<file path="src/rtl/mc_controller.sv">
// ---------------------------------------------------------------------------
// mc_controller -- multicycle MIPS-style main control unit.
//
// Moore FSM that sequences fetch, decode and the execute/memory/writeback
// steps of lw, sw, R-type, beq, addi and j. The control word is registered
// alongside the state: on each edge the block loads the control word that
// belongs to the state being entered, so every output comes straight from a
// flop. The only exception is PCEn, which also combines the live Zero flag.
//
// Optional feature (define macro MC_BNE_EN):
//   Adds bne (Op 000101). It shares the BEQEX state, but raises BranchNe
//   instead of Branch. With the macro undefined, bne is an illegal opcode
//   and executes as a two-cycle NOP.
//
// Ports:
//   clk         in   system clock, rising-edge active
//   reset       in   asynchronous active-high reset, forces FETCH
//   Op[5:0]     in   opcode, IR[31:26]
//   Funct[5:0]  in   R-type function field, IR[5:0]
//   Zero        in   ALU zero flag
//   ALUControl  out  000 AND, 001 OR, 010 ADD, 110 SUB, 111 SLT
//   ALUSrcA     out  0 = PC, 1 = register A
//   ALUSrcB     out  00 B, 01 const 4, 10 sign-ext imm, 11 imm << 2
//   IorD        out  memory address: 0 = PC, 1 = ALUOut
//   MemWrite    out  memory write strobe
//   IRWrite     out  instruction register write strobe
//   RegWrite    out  register file write strobe
//   RegDst      out  write-register select (1 = rd)
//   MemtoReg    out  write-data select (1 = memory data)
//   PCSrc[1:0]  out  00 ALU result, 01 ALUOut, 10 jump target
//   PCEn        out  PC load enable
//   State[3:0]  out  current state code (debug)
// ---------------------------------------------------------------------------
module mc_controller (
    input  logic       clk,
    input  logic       reset,
    input  logic [5:0] Op,
    input  logic [5:0] Funct,
    input  logic       Zero,
    output logic [2:0] ALUControl,
    output logic       ALUSrcA,
    output logic [1:0] ALUSrcB,
    output logic       IorD,
    output logic       MemWrite,
    output logic       IRWrite,
    output logic       RegWrite,
    output logic       RegDst,
    output logic       MemtoReg,
    output logic [1:0] PCSrc,
    output logic       PCEn,
    output logic [3:0] State
);

    typedef enum logic [3:0] {
        FETCH   = 4'd0,
        DECODE  = 4'd1,
        MEMADR  = 4'd2,
        MEMRD   = 4'd3,
        MEMWB   = 4'd4,
        MEMWR   = 4'd5,
        RTYPEEX = 4'd6,
        RTYPEWB = 4'd7,
        BEQEX   = 4'd8,
        ADDIEX  = 4'd9,
        ADDIWB  = 4'd10,
        JEX     = 4'd11
    } state_t;

    typedef struct packed {
        logic [2:0] alu_control;
        logic       alu_src_a;
        logic [1:0] alu_src_b;
        logic       iord;
        logic       mem_write;
        logic       ir_write;
        logic       reg_write;
        logic       reg_dst;
        logic       memto_reg;
        logic [1:0] pc_src;
        logic       pc_write;
        logic       branch;
    } ctrl_t;

    localparam logic [5:0] OP_RTYPE = 6'b000000;
    localparam logic [5:0] OP_LW    = 6'b100011;
    localparam logic [5:0] OP_SW    = 6'b101011;
    localparam logic [5:0] OP_BEQ   = 6'b000100;
    localparam logic [5:0] OP_ADDI  = 6'b001000;
    localparam logic [5:0] OP_J     = 6'b000010;
`ifdef MC_BNE_EN
    localparam logic [5:0] OP_BNE   = 6'b000101;
`endif

    state_t state;
    state_t next_state;
    ctrl_t  ctrl;

    // R-type function field to ALU operation; unknown functions default to ADD.
    function automatic logic [2:0] funct_decode(input logic [5:0] funct);
        case (funct)
            6'b100000: return 3'b010;  // add
            6'b100010: return 3'b110;  // sub
            6'b100100: return 3'b000;  // and
            6'b100101: return 3'b001;  // or
            6'b101010: return 3'b111;  // slt
            default:   return 3'b010;
        endcase
    endfunction

    function automatic state_t next_state_f(input state_t s, input logic [5:0] op);
        case (s)
            FETCH:  return DECODE;
            DECODE: begin
                case (op)
                    OP_LW, OP_SW: return MEMADR;
                    OP_RTYPE:     return RTYPEEX;
                    OP_BEQ:       return BEQEX;
`ifdef MC_BNE_EN
                    OP_BNE:       return BEQEX;
`endif
                    OP_ADDI:      return ADDIEX;
                    OP_J:         return JEX;
                    default:      return FETCH;  // illegal opcode runs as a NOP
                endcase
            end
            MEMADR:  return (op == OP_LW) ? MEMRD : MEMWR;
            MEMRD:   return MEMWB;
            RTYPEEX: return RTYPEWB;
            ADDIEX:  return ADDIWB;
            default: return FETCH;  // terminal states and unused codes 12-15
        endcase
    endfunction

    // Control word asserted while the FSM sits in state s.
    function automatic ctrl_t ctrl_f(input state_t s, input logic [5:0] funct);
        ctrl_t c;
        c             = '0;
        c.alu_control = 3'b010;
        case (s)
            FETCH: begin
                c.alu_src_b = 2'b01;
                c.ir_write  = 1'b1;
                c.pc_write  = 1'b1;
            end
            DECODE:  c.alu_src_b = 2'b11;
            MEMADR: begin
                c.alu_src_a = 1'b1;
                c.alu_src_b = 2'b10;
            end
            MEMRD:   c.iord = 1'b1;
            MEMWB: begin
                c.memto_reg = 1'b1;
                c.reg_write = 1'b1;
            end
            MEMWR: begin
                c.iord      = 1'b1;
                c.mem_write = 1'b1;
            end
            RTYPEEX: begin
                c.alu_src_a   = 1'b1;
                c.alu_control = funct_decode(funct);
            end
            RTYPEWB: begin
                c.reg_dst   = 1'b1;
                c.reg_write = 1'b1;
            end
            BEQEX: begin
                c.alu_src_a   = 1'b1;
                c.alu_control = 3'b110;
                c.pc_src      = 2'b01;
                c.branch      = 1'b1;
            end
            ADDIEX: begin
                c.alu_src_a = 1'b1;
                c.alu_src_b = 2'b10;
            end
            ADDIWB:  c.reg_write = 1'b1;
            JEX: begin
                c.pc_src   = 2'b10;
                c.pc_write = 1'b1;
            end
            default: ;
        endcase
        return c;
    endfunction

    always_comb begin
        // NOTE: every always_comb target gets a default first so no path can infer a latch.
        next_state = FETCH;
        next_state = next_state_f(state, Op);
    end

`ifdef MC_BNE_EN
    logic branch_ne;
`endif

    // State and control word are loaded together, so the control word always
    // matches the state register, including during and right after reset.
    always_ff @(posedge clk or posedge reset) begin
        if (reset) begin
            // NOTE: sequential state uses non-blocking assignments so all flops update from pre-edge values.
            state <= FETCH;
            ctrl  <= ctrl_f(FETCH, 6'd0);
`ifdef MC_BNE_EN
            branch_ne <= 1'b0;
`endif
        end else begin
            state <= next_state;
            ctrl  <= ctrl_f(next_state, Funct);
`ifdef MC_BNE_EN
            // bne reuses BEQEX but swaps Branch for BranchNe.
            if (next_state == BEQEX && Op == OP_BNE) begin
                ctrl.branch <= 1'b0;
                branch_ne   <= 1'b1;
            end else begin
                branch_ne   <= 1'b0;
            end
`endif
        end
    end

    assign ALUControl = ctrl.alu_control;
    assign ALUSrcA    = ctrl.alu_src_a;
    assign ALUSrcB    = ctrl.alu_src_b;
    assign IorD       = ctrl.iord;
    assign MemWrite   = ctrl.mem_write;
    assign IRWrite    = ctrl.ir_write;
    assign RegWrite   = ctrl.reg_write;
    assign RegDst     = ctrl.reg_dst;
    assign MemtoReg   = ctrl.memto_reg;
    assign PCSrc      = ctrl.pc_src;
    assign State      = state;

`ifdef MC_BNE_EN
    assign PCEn = ctrl.pc_write | (ctrl.branch & Zero) | (branch_ne & ~Zero);
`else
    assign PCEn = ctrl.pc_write | (ctrl.branch & Zero);
`endif

endmodule

</file>
<file path="config.mk">
export PLATFORM = sky130hd
export DESIGN_NAME = mc_controller
export DESIGN_NICKNAME = d
export VERILOG_FILES = /design/src/rtl/mc_controller.sv
export SDC_FILE = /design/constraint.sdc
export NUM_CORES = 1
export LEC_CHECK = 0
export CAP_MARGIN = 5
export CORE_MARGIN = 4
export CORE_UTILIZATION = 43
export CTS_BUF_LIST = sky130_fd_sc_hd__clkbuf_4 sky130_fd_sc_hd__clkbuf_8
export CTS_CLUSTER_SIZE = 24
export DETAILED_ROUTE_END_ITERATION = 12
export PLACE_DENSITY_LB_ADDON = 0.25
export SYNTH_ARGS = -nofsm -noshare
export SYNTH_HDL_FRONTEND = slang
export SYNTH_SLANG_ARGS = --single-unit
</file>
<file path="constraint.sdc">
create_clock -name clk -period 2.03 [get_ports clk]
set_input_delay 0.609 -clock clk [delete_from_list [all_inputs] [get_ports clk]]
set_output_delay 0.609 -clock clk [all_outputs]
set_load 0.05 [all_outputs]
</file>
==> results.md <==
- The number of hold violations in the final report is 0.
- The max-slew violation count is 0.
- The library cells used most frequently in the layout, excluding fill and tap cells, are sky130_fd_sc_hd__buf_4 (26), sky130_fd_sc_hd__dfrtp_1 (15), sky130_fd_sc_hd__clkdlybuf4s50_1 (12), sky130_fd_sc_hd__nor2_1 (7), sky130_fd_sc_hd__nand2_1 (7).
- The synthesized area per cell is 10.95 sq um.
- Setup violations remaining at the end of the flow were counted as 0.
- For this run, the leading register cell type out of synthesis is sky130_fd_sc_hd__dfrtp_1.
- The library cell used most frequently in the layout, excluding fill and tap cells, is sky130_fd_sc_hd__buf_4.
- The proportion of synthesized flip-flops having asynchronous set or reset is 100.0%.
- The final estimated routing congestion in global placement is 0.7814.
- Along the worst path, the maximum fanout reaches 1.
- The synthesized design contains 19 register bits.
- Clock-pin slew was measured on the worst setup and hold paths at 0.10 ns.
- The floorplan row count is 17.
- The core region is 0.002233 sq mm.
- In this run the critical register-to-register path is launched from State[3]$_DFF_PP0_.
- The area of the die is 0.003211 sq mm.
- The category of the worst setup path capture point is a primary output.
- The number of maximum-capacitance constraint violations is 0.
- The remaining number of nets flagged by the antenna check after routing is 0.
- In the final routed layout, each cell accounts on average for 12.88 um.
- The total of buffers placed on input and output ports is 33.
- The first-pass detailed-route iteration total is 4.
- Counting every sink on the clock net gives 19.
- The number of remaining DRC errors is 0.
- The horizontal extent of the die is 56.67 um.
- The area growth from synthesis to layout is 42.14%.
- The detailed router finished its first iteration with 12 violations.
- The clock latency on the worst-skew pair is 0.29 ns.
- The via count of the first global-routing pass is 807.
- The total overflow left after global routing is 0.
- Summing the sequential cell areas from Yosys gives 47.17% of the chip area.
- For the worst setup path, the data arrival time is 1.36 ns.
- The repair_antennas step left the layout with diodes totalling 0.
- The maximum number of buffers from clock root to sink is 2.
- The worst clock skew on the final layout is 0.006271 ns.
- The headroom to the max-slew limit is 70.73%.
- After clock tree synthesis, the setup repair step added 0 buffers.
- For this run, the post-layout net count is 148.
- Synthesis produced a netlist whose cell count is 93.
- The sum of internal, switching and leakage power is 0.001510 W.
- The total routing usage reported by global routing is 14.09%.
- From bottom edge to top edge, the die measures 56.67 um.
- Counting every net in the synthesized netlist gives 108.
- Counting I/O delays and the setup requirement, the final critical path takes 1.966 ns.
- At the pin with the least slew margin, the transition time is 0.4390 ns.
- The post-cts resize count is 0.
- For the worst setup path, the data required time is 1.42 ns.
- The HPWL after detailed placement is 1.708 mm.
- The total detailed-routing wirelength is 2.061 mm.
- The final cycle utilization of the critical path is 96.83%.
- TritonCTS built the clock tree.
- The reported leakage power is 0.6902 nW.
- The worst register-to-register path has a depth of 5.
- The number of H-tree levels is 1.
- The worst register-to-register path has a setup slack of 0.39 ns.
- The top-level port count is 34.
- The min-delay analysis places its worst path in the category in -> async.
- The startpoint type of the worst setup path is an input port.
- The flow ran to the end, and the final reports show no timing, DRC or antenna violations.
- At the end of the flow the core is filled with cells to 64.82%.
- The number of buffers added by the clock tree synthesis step is 3.
- The reg-to-reg critical path endpoint is ctrl[1]$_DFF_PP1_.
- The number of vias after detailed routing is 798.
- The netlist uses 40 different library cells.
- Setup repair after global routing left no endpoint under its margin.
- The first global-routing pass estimated 3.532 mm of wire.
- Yosys printed 0 warnings.
- The number of antenna violations at the first check in global routing was 0.
- The maximum VDD drop is 0.0007647 V.
- Entering global routing, the biggest net connects 20 pins.
- Yosys mapped a number of flops with a built-in enable equal to 0.
- The number of fill cells in the layout is 192.
- The combined area of all synthesized cells is 0.001018 sq mm.
- Clock tree synthesis selected as its root buffer the cell sky130_fd_sc_hd__clkbuf_4.
- The number of placed instances with taps included is 156.
- The number of standard cells in the layout, taps in and fillers out is 160.
- The initial core utilization is 45.60%.
- The power per cell area is 1043 mW/mm^2.
- The number of hold buffers added after CTS was 0.
- Dividing the detail-routed via count by the number of cells gives 4.988.
- Static timing analysis puts the maximum clock frequency at 508.7 MHz.
- The setup path with the least slack is of type in -> out.
- Cells with a size suffix above 1 make up 39.39% of the layout.
## kinds of logic after synthesis
logic type	count (synthesis)	share of synthesized area, %
and+or+nand+nor	38	23.59
buffers and inverters	16	11.79
xor gates and xnor gates	3	2.580
DFF	19	47.17
AOI/OAI and AO/OA	17	14.87
## flip-flops by register name (all words and copies together), names as in the netlist
| register | cells |
|---|---|
| ALUControl | 3 |
| MemWrite | 1 |
| ALUSrcB | 2 |
| RegWrite | 1 |
| State | 4 |
| RegDst | 1 |
| ALUSrcA | 1 |
| IorD | 1 |
| PCSrc | 1 |
| IRWrite | 1 |
| ctrl | 2 |
| MemtoReg | 1 |
## where the power goes
group / switching, W / internal [W]
clock: 0.000105 / 0.0000898
combinational: 0.000431 / 0.000351
sequential: 0.0000688 / 0.000466
## worst max path at each step
stage	end	cells after the start	start
2_1_floorplan	ctrl[1]$_DFF_PP1_	6	State[3]$_DFF_PP0_
3_3_place_gp	ctrl[1]$_DFF_PP1_	6	Op[2]
3_5_place_dp	ctrl[1]$_DFF_PP1_	6	Op[2]
4_1_cts	ctrl[1]$_DFF_PP1_	6	Op[2]
5_1_grt	PCEn	3	Zero
6_report	PCEn	3	Zero
## stage by stage
| stage | instance area [sq um] | setup TNS, ns | hold slack (ns) | setup slack, ns |
|---|---|---|---|---|
| after CTS | 1443 | 0 | 0.6405 | 0.007828 |
| after global placement | 1413 | -0.9809 | 0.6054 | -0.2076 |
| final | 1448 | 0 | 0.6284 | 0.06430 |
| after floorplan | 1018 | 0 | 0.5572 | 0.2389 |
| after detailed placement | 1413 | -1.549 | 0.6211 | -0.2800 |
| after global routing | 1448 | 0 | 0.6441 | 0.03652 |
## area by class of cell
class / count / area, sq um / area share (%)
inverter: 5 / 23.77 / 1.642
multi-input combinational: 58 / 417.9 / 28.87
sequential: 19 / 480.5 / 33.19
tap: 28 / 35.03 / 2.420
clock buffer: 4 / 30.03 / 2.074
timing repair buffer: 46 / 460.4 / 31.81
## synth_stat cells, types with 2 or more instances
| cell | count | area, sq um |
|---|---|---|
| sky130_fd_sc_hd__a21oi_1 | 3 | 15.01 |
| sky130_fd_sc_hd__buf_4 | 8 | 60.06 |
| sky130_fd_sc_hd__buf_6 | 2 | 22.52 |
| sky130_fd_sc_hd__dfrtp_1 | 15 | 375.4 |
| sky130_fd_sc_hd__dfstp_2 | 4 | 105.1 |
| sky130_fd_sc_hd__inv_1 | 4 | 15.01 |
| sky130_fd_sc_hd__nand2_1 | 7 | 26.28 |
| sky130_fd_sc_hd__nand2b_1 | 2 | 12.51 |
| sky130_fd_sc_hd__nand3_1 | 2 | 10.01 |
| sky130_fd_sc_hd__nor2_1 | 7 | 26.28 |
| sky130_fd_sc_hd__nor3_1 | 6 | 30.03 |
| sky130_fd_sc_hd__nor3b_1 | 3 | 22.52 |
| sky130_fd_sc_hd__o21ai_0 | 2 | 10.01 |
| sky130_fd_sc_hd__xor2_1 | 2 | 17.52 |
## worst max-delay path, cell delays in order
cell and delay [ns]:
sky130_fd_sc_hd__clkdlybuf4s50_1 0.46, sky130_fd_sc_hd__a21o_1 0.15, sky130_fd_sc_hd__buf_12 0.14
## metal layers
metal / part of all wire (%) / global-route usage (%)
met1: 43 / 17.29
met4: 2.2 / 6.780
met5: 0 / 0
met3: 5.6 / 3.218
met2: 50 / 23.10
No activity file was read; power rests on OpenSTA's default activity.
